[src/rtl/seq_pkg.sv]
// Shared definitions for the serial pattern transmitter: FSM state encoding
// and the default test pattern.
package seq_pkg;

    typedef enum logic [1:0] {
        IDLE  = 2'd0,
        SHIFT = 2'd1,
        GAP   = 2'd2,
        DONE  = 2'd3
    } state_t;

    localparam logic [2:0] PAT_101 = 3'b101;

endpackage

[src/rtl/seq_shift_reg.sv]
// Loadable left-shift register with zero fill; the MSB is the serial tap.
// Load takes priority over shift so a pattern can be reloaded on its last bit.
module seq_shift_reg #(
    parameter int W = 3
) (
    input  logic         clk,
    input  logic         reset,
    input  logic         load,
    input  logic         shift,
    input  logic [W-1:0] load_val,
    output logic         msb
);

    logic [W-1:0] q;

    always_ff @(posedge clk) begin
        if (reset) begin
            q <= '0;
        end else if (load) begin
            q <= load_val;
        end else if (shift) begin
            q <= {q[W-2:0], 1'b0};
        end
    end

    assign msb = q[W-1];

endmodule

[src/rtl/seq_gen.sv]
// Serial pattern transmitter: sends a latched pattern MSB-first repeat_n times,
// optionally separated by single 0 gap bits. Outputs are decoded from state only.
module seq_gen
    import seq_pkg::*;
#(
    parameter int PAT_W = 3,
    parameter int CNT_W = 4
) (
    input  logic             clk,
    input  logic             reset,
    input  logic             start,
    input  logic [PAT_W-1:0] pattern,
    input  logic [CNT_W-1:0] repeat_n,
    input  logic             gap_en,
    output logic             dout,
    output logic             dout_valid,
    output logic             busy,
    output logic             done
);

    localparam int BW = (PAT_W > 2) ? $clog2(PAT_W) : 1;
    localparam logic [BW-1:0] LAST_IDX = BW'(PAT_W - 1);

    state_t           state, state_n;
    logic [BW-1:0]    bit_cnt, bit_cnt_n;
    logic [CNT_W-1:0] reps_left, reps_left_n;
    logic [PAT_W-1:0] pat_q, pat_n;
    logic             gap_q, gap_n;
    logic             sr_load, sr_shift, sr_msb;
    logic [PAT_W-1:0] sr_load_val;

    seq_shift_reg #(.W(PAT_W)) u_shreg (
        .clk      (clk),
        .reset    (reset),
        .load     (sr_load),
        .shift    (sr_shift),
        .load_val (sr_load_val),
        .msb      (sr_msb)
    );

    always_ff @(posedge clk) begin
        if (reset) begin
            state     <= IDLE;
            bit_cnt   <= '0;
            reps_left <= '0;
            pat_q     <= '0;
            gap_q     <= 1'b0;
        end else begin
            state     <= state_n;
            bit_cnt   <= bit_cnt_n;
            reps_left <= reps_left_n;
            pat_q     <= pat_n;
            gap_q     <= gap_n;
        end
    end

    // The repeat counter is decremented on each pattern's last bit, so a
    // full-scale repeat_n finishes at 1 and never wraps.
    always_comb begin
        state_n     = state;
        bit_cnt_n   = bit_cnt;
        reps_left_n = reps_left;
        pat_n       = pat_q;
        gap_n       = gap_q;
        sr_load     = 1'b0;
        sr_shift    = 1'b0;
        sr_load_val = pat_q;

        case (state)
            IDLE: begin
                if (start) begin
                    if (repeat_n != '0) begin
                        pat_n       = pattern;
                        gap_n       = gap_en;
                        reps_left_n = repeat_n;
                        bit_cnt_n   = LAST_IDX;
                        sr_load     = 1'b1;
                        sr_load_val = pattern;
                        state_n     = SHIFT;
                    end else begin
                        state_n = DONE;
                    end
                end
            end
            SHIFT: begin
                sr_shift = 1'b1;
                if (bit_cnt == '0) begin
                    reps_left_n = reps_left - CNT_W'(1);
                    if (reps_left == CNT_W'(1)) begin
                        state_n = DONE;
                    end else if (gap_q) begin
                        state_n = GAP;
                    end else begin
                        sr_load   = 1'b1;
                        bit_cnt_n = LAST_IDX;
                    end
                end else begin
                    bit_cnt_n = bit_cnt - BW'(1);
                end
            end
            GAP: begin
                sr_load   = 1'b1;
                bit_cnt_n = LAST_IDX;
                state_n   = SHIFT;
            end
            DONE: begin
                state_n = IDLE;
            end
            default: begin
                state_n = IDLE;
            end
        endcase
    end

    assign dout       = (state == SHIFT) ? sr_msb : 1'b0;
    assign dout_valid = (state == SHIFT) || (state == GAP);
    assign busy       = (state == SHIFT) || (state == GAP);
    assign done       = (state == DONE);

endmodule

[config.mk]
export PLATFORM = sky130hd
export DESIGN_NAME = seq_gen
export DESIGN_NICKNAME = d
export VERILOG_FILES = /design/src/rtl/seq_pkg.sv /design/src/rtl/seq_shift_reg.sv /design/src/rtl/seq_gen.sv
export SDC_FILE = /design/constraint.sdc
export NUM_CORES = 1
export LEC_CHECK = 0
export CAP_MARGIN = 15
export CORE_UTILIZATION = 52
export CTS_CLUSTER_SIZE = 30
export DETAILED_ROUTE_END_ITERATION = 8
export MAX_ROUTING_LAYER = met4
export PLACE_DENSITY_LB_ADDON = 0.3
export SLEW_MARGIN = 25
export SYNTH_ARGS = -nofsm -noshare
export SYNTH_HDL_FRONTEND = slang
export SYNTH_HIERARCHICAL = 1
export SYNTH_SLANG_ARGS = --single-unit
[constraint.sdc]
create_clock -name clk -period 2.2 [get_ports clk]
set_clock_uncertainty 0.15 [all_clocks]
set_input_delay 0.44 -clock clk [delete_from_list [all_inputs] [get_ports clk]]
set_output_delay 0.44 -clock clk [all_outputs]
set_load 0.05 [all_outputs]
==> metrics, run 1 <==
outcome finished, final reports clean; Syn Area/Cell 8.98 sq um; leakage power 0.526 nW; Hold Crit Depth 2; final global-route overflow total 0; nets 158; Sink Count 15; crit-path leading delay family buffers and inverters; critical path class flip-flop to output pin; Post-Synth Adder-Cell Area 11.2%; largest stage delay on the critical path 0.34 ns; Reg-to-Reg Start reps_left[0]$_SDFFE_PP0P_; R2R Path End u_shreg/q[2]$_SDFFE_PP0P_; synth-to-layout area growth 29.5%; multiplexer area fraction after synthesis 6.34%; htree depth 1; ys async rst share 0%; number of buffers created by CTS 3; DR WL/cell 14.0 microns; I/O pin count 15; initial antenna violation count 0; Root Driver clkbuf_4; Starting DRT DRC Count 30; post-detail-place hpwl 1.72 mm; syn nets 132; RSZ-0062 raised after global routing no; Setup crit end kind output pin; Crit path required time 1.61 ns; synthesized cell area 1010 sq um; worst reg2reg setup slack 0.17 ns; RePlAce Congestion 0.860; initial core utilization 57.0%; pwr/cell area 1400 nW/um^2; clock buffer depth 2; Buf/Inv on CP 3; path type of the worst min-delay path flip-flop to flip-flop; Post-synth EDFFs 0; Min-Delay Startpoint reps_left[1]$_SDFFE_PP0P_; Synth area leaders dfxtp_1 30%, ha_1 11%, a211oi_1 5.2%; largest family of logic cells by synthesized area simple AND/OR/NAND/NOR gates; Die Footprint 2110 sq um; Routed Antenna Nets 0; Synth Area in Compound Gates 22.3%; maximum clock rate 479 MHz; post-synth cell types 37; top_reg_cell synth dfxtp_1; FF+latch count, synth 15; Data arrival, critical path 1.50 ns; vias in the first global route 837; Worst path slowest cell dfxtp_1; Least-Margin Pin Slew 0.421 ns; Final min period 2.09 ns; Final Hold Fails 0; sequential share of the synthesized area 29.9%; gr usage total 24.7%; Synth warnings 6; via density per instance 5.54; post-synth top area share 29.9%; Reg clk slew, reported paths 0.09 ns; drt pass-1 iters 4; share of layout cells above drive strength 1 21.9%; max-cap check violation count 0; Vias 898; Routed WL 2.26 mm; Yosys top cell by area dfxtp_1; post-layout instance count excluding filler cells 162; worst vdd ir 0.000760 V; fin crit share 94.9%; dpl cells 158; Worst setup SP type flip-flop; area share of xor/xnor cells in the synthesized design 0.871%; first-pass GRT wire length 3.53 mm; number of core rows 15; final total power 1.82 mW; setup TNS 0 ns; Antenna Cells 0; slew margin rel. 71.8%; Final Setup Violations 0; chip height 46.0 microns; Clock Latency Late Sink 0.30 ns; DRC violations left 0; Worst Path Max Fanout 8; die width 46.0 microns; largest net degree at the start of global routing 13; PortBufs 14; FF-to-FF path depth 8; max-slew violations 0; CORE AREA 1760 sq um; Worst Hold Endpoint reps_left[1]$_SDFFE_PP0P_; Post-Synth Simple-Gate Area 22.9%; Mapped Cells 112; CTS tree done; worst path cell trace inv_1, ha_4, buf_4, and2_1, buf_12
## report_power, final
group / total [mW] / switching, mW / internal (mW)
Clock: 0.162 / 0.0910 / 0.0707
Combinational: 1.22 / 0.647 / 0.578
Sequential: 0.438 / 0.0728 / 0.365
Total: 1.82 / 0.811 / 1.01
## final cells by class
class                      count  area [sq um]
tap                           25          31.3
fill                         142           462
sequential                    15           302
timing repair buffer          26           258
multi-input combinational     83           652
inverter                       9          33.8
clock buffer                   4          26.3
## sequential cells by signal, indices dropped and copies added, names as in the netlist
name	flops
u_shreg/q	3
state	2
reps_left	4
pat_q	3
bit_cnt	2
gap_q	1
## timing repair
| item | in CTS | in global routing |
|---|---|---|
| setup endpoints to repair | 1 | 1 |
| pin swaps | 0 | 0 |
| setup buffers | 0 | 0 |
| hold buffers | 0 | 0 |
| resized for setup | 1 | 2 |
## per-stage QoR
step           util (%)  instance area [sq um]  hold slack (ns)  setup WS [ns]
2_1_floorplan         -                   1010            0.303          0.174
3_3_place_gp       71.6                   1260            0.313        -0.0899
3_5_place_dp       71.6                   1260            0.314         -0.169
4_1_cts            73.2                   1290            0.327         0.0422
5_1_grt            73.8                   1300            0.366         0.0100
6_report           73.8                   1300            0.323          0.112
## cells by family (layout without fill, tap and decap cells)
family / Yosys count / count (layout)
mux: 6 / 6
flops: 15 / 15
compound gates: 32 / 32
simple gates: 35 / 35
fa+ha+maj: 9 / 9
buf+inv: 14 / 39
xor+xnor: 1 / 1
## Yosys cell counts (2+ instances only)
cell type and instances:
ha_1 9, o21ai_0 4, nand2_1 7, buf_2 2, nor2_1 6, nor2b_1 4
o211ai_1 2, inv_1 9, a21oi_1 7, o31ai_1 2, a211oi_1 7, nor3b_1 2
a211o_1 3, mux2_2 3, nor2b_4 2, nor2b_2 2, nand2b_1 4, dfxtp_1 15
mux2i_1 3, nand3b_1 2
## worst register-to-register path, stage by stage, from the launching register on
cell and delay, ns:
dfxtp_1 0.39, ha_1 0.16, nor3b_1 0.32, nor2_1 0.10
a211oi_1 0.23, nor2_1 0.09, buf_4 0.15, nor2b_2 0.14
a211oi_1 0.22
## worst max-delay path by stage
| stage | start | endpoint | depth (start not counted) |
|---|---|---|---|
| 6_report | state[1]$_SDFFE_PP0P_ | dout | 5 |
| 4_1_cts | state[1]$_SDFFE_PP0P_ | dout | 5 |
| 3_5_place_dp | repeat_n[1] | u_shreg/q[2]$_SDFFE_PP0P_ | 8 |
| 3_3_place_gp | repeat_n[1] | u_shreg/q[0]$_SDFFE_PP0P_ | 7 |
| 5_1_grt | repeat_n[1] | u_shreg/q[2]$_SDFFE_PP0P_ | 8 |
| 2_1_floorplan | state[1]$_SDFFE_PP0P_ | dout | 5 |
## routing by layer
metal | vias up | wire (microns) | global-route usage [%]
met5 | - | 0 | -
met4 | 0 | 21 | 7.06
met3 | 2 | 71 | 7.14
met2 | 14 | 1160 | 41.7
met1 | 431 | 1010 | 28.1
li1 | 451 | - | -
## cell usage in the layout (no fill, tap or decap), types with 2 or more instances in the layout
cell type	Yosys	layout
a211oi_1	7	7
nand2_1	7	7
nand2b_1	4	4
o31ai_1	2	2
dfxtp_1	15	14
nor3b_1	2	2
clkdlybuf4s50_1	0	10
mux2i_1	3	3
a21oi_1	7	7
buf_12	0	3
nor2_1	6	6
a211o_1	3	3
nor2b_2	2	2
nand3b_1	2	2
ha_1	9	8
mux2_2	3	3
clkbuf_4	0	3
inv_1	9	9
nor2b_4	2	2
o211ai_1	2	2
nor2b_1	4	4
o21ai_0	4	4
buf_4	1	13
Power figures use the tool's default switching activity.
==> inputs of run 2 (changes only) <==
Settings changed: CTS_CLUSTER_SIZE 30 to default.
==> results of run 2 <==
Final layout, timing and power as in run 1 (identical DEF).
==> inputs of run 3 (changes only) <==
Settings changed: CORE_UTILIZATION 52 to 55, CTS_BUF_LIST from default to sky130_fd_sc_hd__clkbuf_4.
==> run 3 against run 2 <==
Effect of this change: largest power group unchanged; sequential share of layout area grew 0.18 points; sequential power grew 0.9%; maximum frequency decreased by 2.2%; register-to-register slack worse by 0.04 ns; worst hold slack improved by 0.014 ns; global-route usage increased by 2.9 points; design area down 0.77%; non-clock buffer count decreased by 3; clock power up 10%; utilization rose by 1.0 points; critical path depth up 2; cell count down 1.9%.
==> metrics, run 3 (synthesized netlist as in run 1, its figures left out) <==
synth-to-layout area growth 28.5%; post-detail-place hpwl 1.72 mm (about the same); final total power 1.83 mW (+0.56%); htree depth 1 (unchanged); Final Setup Violations 0 (unchanged); Die Footprint 2000 sq um (-5.2%); maximum clock rate 468 MHz (-2.2%); top flop regs reps_left: 4 flops, pat_q: 3 flops, u_shreg/q: 3 flops; multi-input logic area 657 sq um (+0.77%); critical path class input port to flip-flop; CP Capture Point u_shreg/q[0]$_SDFFE_PP0P_; max-slew violations 0 (unchanged); PortBufs 14 (unchanged); CTS tree done; outcome finished, final reports clean; DR WL/cell 14.8 microns (+6.0%); drt pass-1 iters 4 (unchanged); gr usage total 27.6% (+2.9 points); max-cap check violation count 0 (unchanged); via density per instance 5.67 (+2.3%); Reg-to-Reg Start state[0]$_SDFFE_PP0P_; dpl cells 155 (-1.9%); share of layout cells above drive strength 1 22.4% (+0.49 points); RePlAce Congestion 0.817 (-4.9%); clock buffer depth 2 (unchanged); vias in the first global route 815 (-2.6%); post-layout instance count excluding filler cells 159 (-1.9%); leakage power 0.519 nW (-1.4%); Crit path required time 2.26 ns (+0.65 ns); Root Driver clkbuf_4; FF-to-FF path depth 8 (unchanged); I/O pin count 15 (unchanged); Data arrival, critical path 2.20 ns (+0.70 ns); Worst Path Max Fanout 2 (-6); Routed WL 2.36 mm (+4.1%); Reg clk slew, reported paths 0.10 ns (about the same); initial core utilization 58.3% (+1.2 points); DRC violations left 0 (unchanged); worst vdd ir 0.000821 V (+8.1%); initial antenna violation count 0 (unchanged); max reg flops 4 (unchanged); most frequent cells in the layout 14 x dfxtp_1, 10 x clkdlybuf4s50_1, 9 x buf_4; pwr/cell area 1420 nW/um^2 (+1.3%); Crit. Startpoint repeat_n[1]; worst reg2reg setup slack 0.13 ns (-0.04 ns); # fillers 134 (-5.6%); largest reg by FF count reps_left; Worst setup SP type input port; final global-route overflow total 0 (unchanged); nets 155 (-1.9%); setup TNS 0 ns (unchanged); fin crit share 97.1% (+2.2 points); Starting DRT DRC Count 37 (+23%); Antenna Cells 0 (unchanged); Least-Margin Pin Slew 0.438 ns (+0.0175 ns); Clock Latency Late Sink 0.29 ns (about the same); Setup crit end kind flip-flop; Final min period 2.14 ns (+0.0477 ns); number of core rows 15 (unchanged); first-pass GRT wire length 3.78 mm (+7.3%); chip height 44.8 microns (-2.7%); path type of the worst min-delay path flip-flop to flip-flop; die width 44.8 microns (-2.7%); commonest non-fill, non-tap cell in the layout dfxtp_1; RSZ-0062 raised after global routing no; Vias 902 (+0.45%); R2R Path End u_shreg/q[0]$_SDFFE_PP0P_; CORE AREA 1730 sq um (-2.1%); number of buffers created by CTS 3 (unchanged); largest net degree at the start of global routing 17 (+4); Sequential Area 302 sq um (unchanged); slew margin rel. 70.7% (-1.1 points); post-CTS setup buffer count 0 (unchanged); Routed Antenna Nets 0 (unchanged); Sink Count 15 (unchanged); Final Hold Fails 0 (unchanged)
## run 3: cell count changes in the layout (fill, tap and decap cells not counted)
cell / change
buf_4: -4
buf_6: +1
clkbuf_1: -1
clkbuf_4: +1
inv_1: -1
inv_2: +1
nor3b_1: -1
nor3b_2: +1
## run 3: final cells by class
cell class,count,share of cell area (%)
clock buffer,4,2.32
inverter,9,2.61
multi-input combinational,83,50.8
sequential,15,23.3
tap,25,2.42
timing repair buffer,23,18.5
## run 3: power by group
group / internal [mW] / switching (mW) / leakage (nW)
Sequential: 0.365 / 0.0765 / 0.124
Combinational: 0.574 / 0.640 / 0.377
Clock: 0.0829 / 0.0960 / 0.0184
Total: 1.02 / 0.813 / 0.519
## run 3: worst min path at each step
| stage | startpoint | endpoint | slack, ns | cells after the start |
|---|---|---|---|---|
| finish | reps_left[1]$_SDFFE_PP0P_ | reps_left[1]$_SDFFE_PP0P_ | 0.34 | 2 |
| global route | reps_left[1]$_SDFFE_PP0P_ | reps_left[1]$_SDFFE_PP0P_ | 0.37 | 2 |
| CTS | reps_left[1]$_SDFFE_PP0P_ | reps_left[1]$_SDFFE_PP0P_ | 0.34 | 2 |
| detailed placement | reps_left[1]$_SDFFE_PP0P_ | reps_left[1]$_SDFFE_PP0P_ | 0.32 | 2 |
| global placement | reps_left[1]$_SDFFE_PP0P_ | reps_left[1]$_SDFFE_PP0P_ | 0.32 | 2 |
| floorplan | reps_left[1]$_SDFFE_PP0P_ | reps_left[1]$_SDFFE_PP0P_ | 0.30 | 2 |
## run 3: metal layers
metal / global-route usage, % / vias up / wire (microns)
li1: - / 444 / -
met1: 32.2 / 421 / 1040
met2: 45.0 / 27 / 1160
met3: 6.40 / 10 / 93
met4: 12.7 / 0 / 64
met5: - / - / 0
## run 3: repair_timing
action,in CTS,in global routing
setup endpoints to repair,1,7
resized for setup,2,4
hold buffers,0,0
## run 3: through the flow
step	setup WS [ns]	hold slack, ns	area (sq um)	util [%]
finish	0.0640	0.337	1290	74.9
global route	0.000687	0.366	1290	74.9
CTS	0.0340	0.337	1280	74.3
detailed placement	-0.221	0.322	1240	71.8
global placement	-0.0966	0.315	1240	71.8
floorplan	0.174	0.303	1010	-
## run 3: worst max-delay path, stage by stage
cell and delay [ns]:
clkdlybuf4s50_1 0.46, nor4_4 0.31, nor2_1 0.10, a211oi_1 0.23
nor2_1 0.07, or3b_1 0.38, a21oi_1 0.20
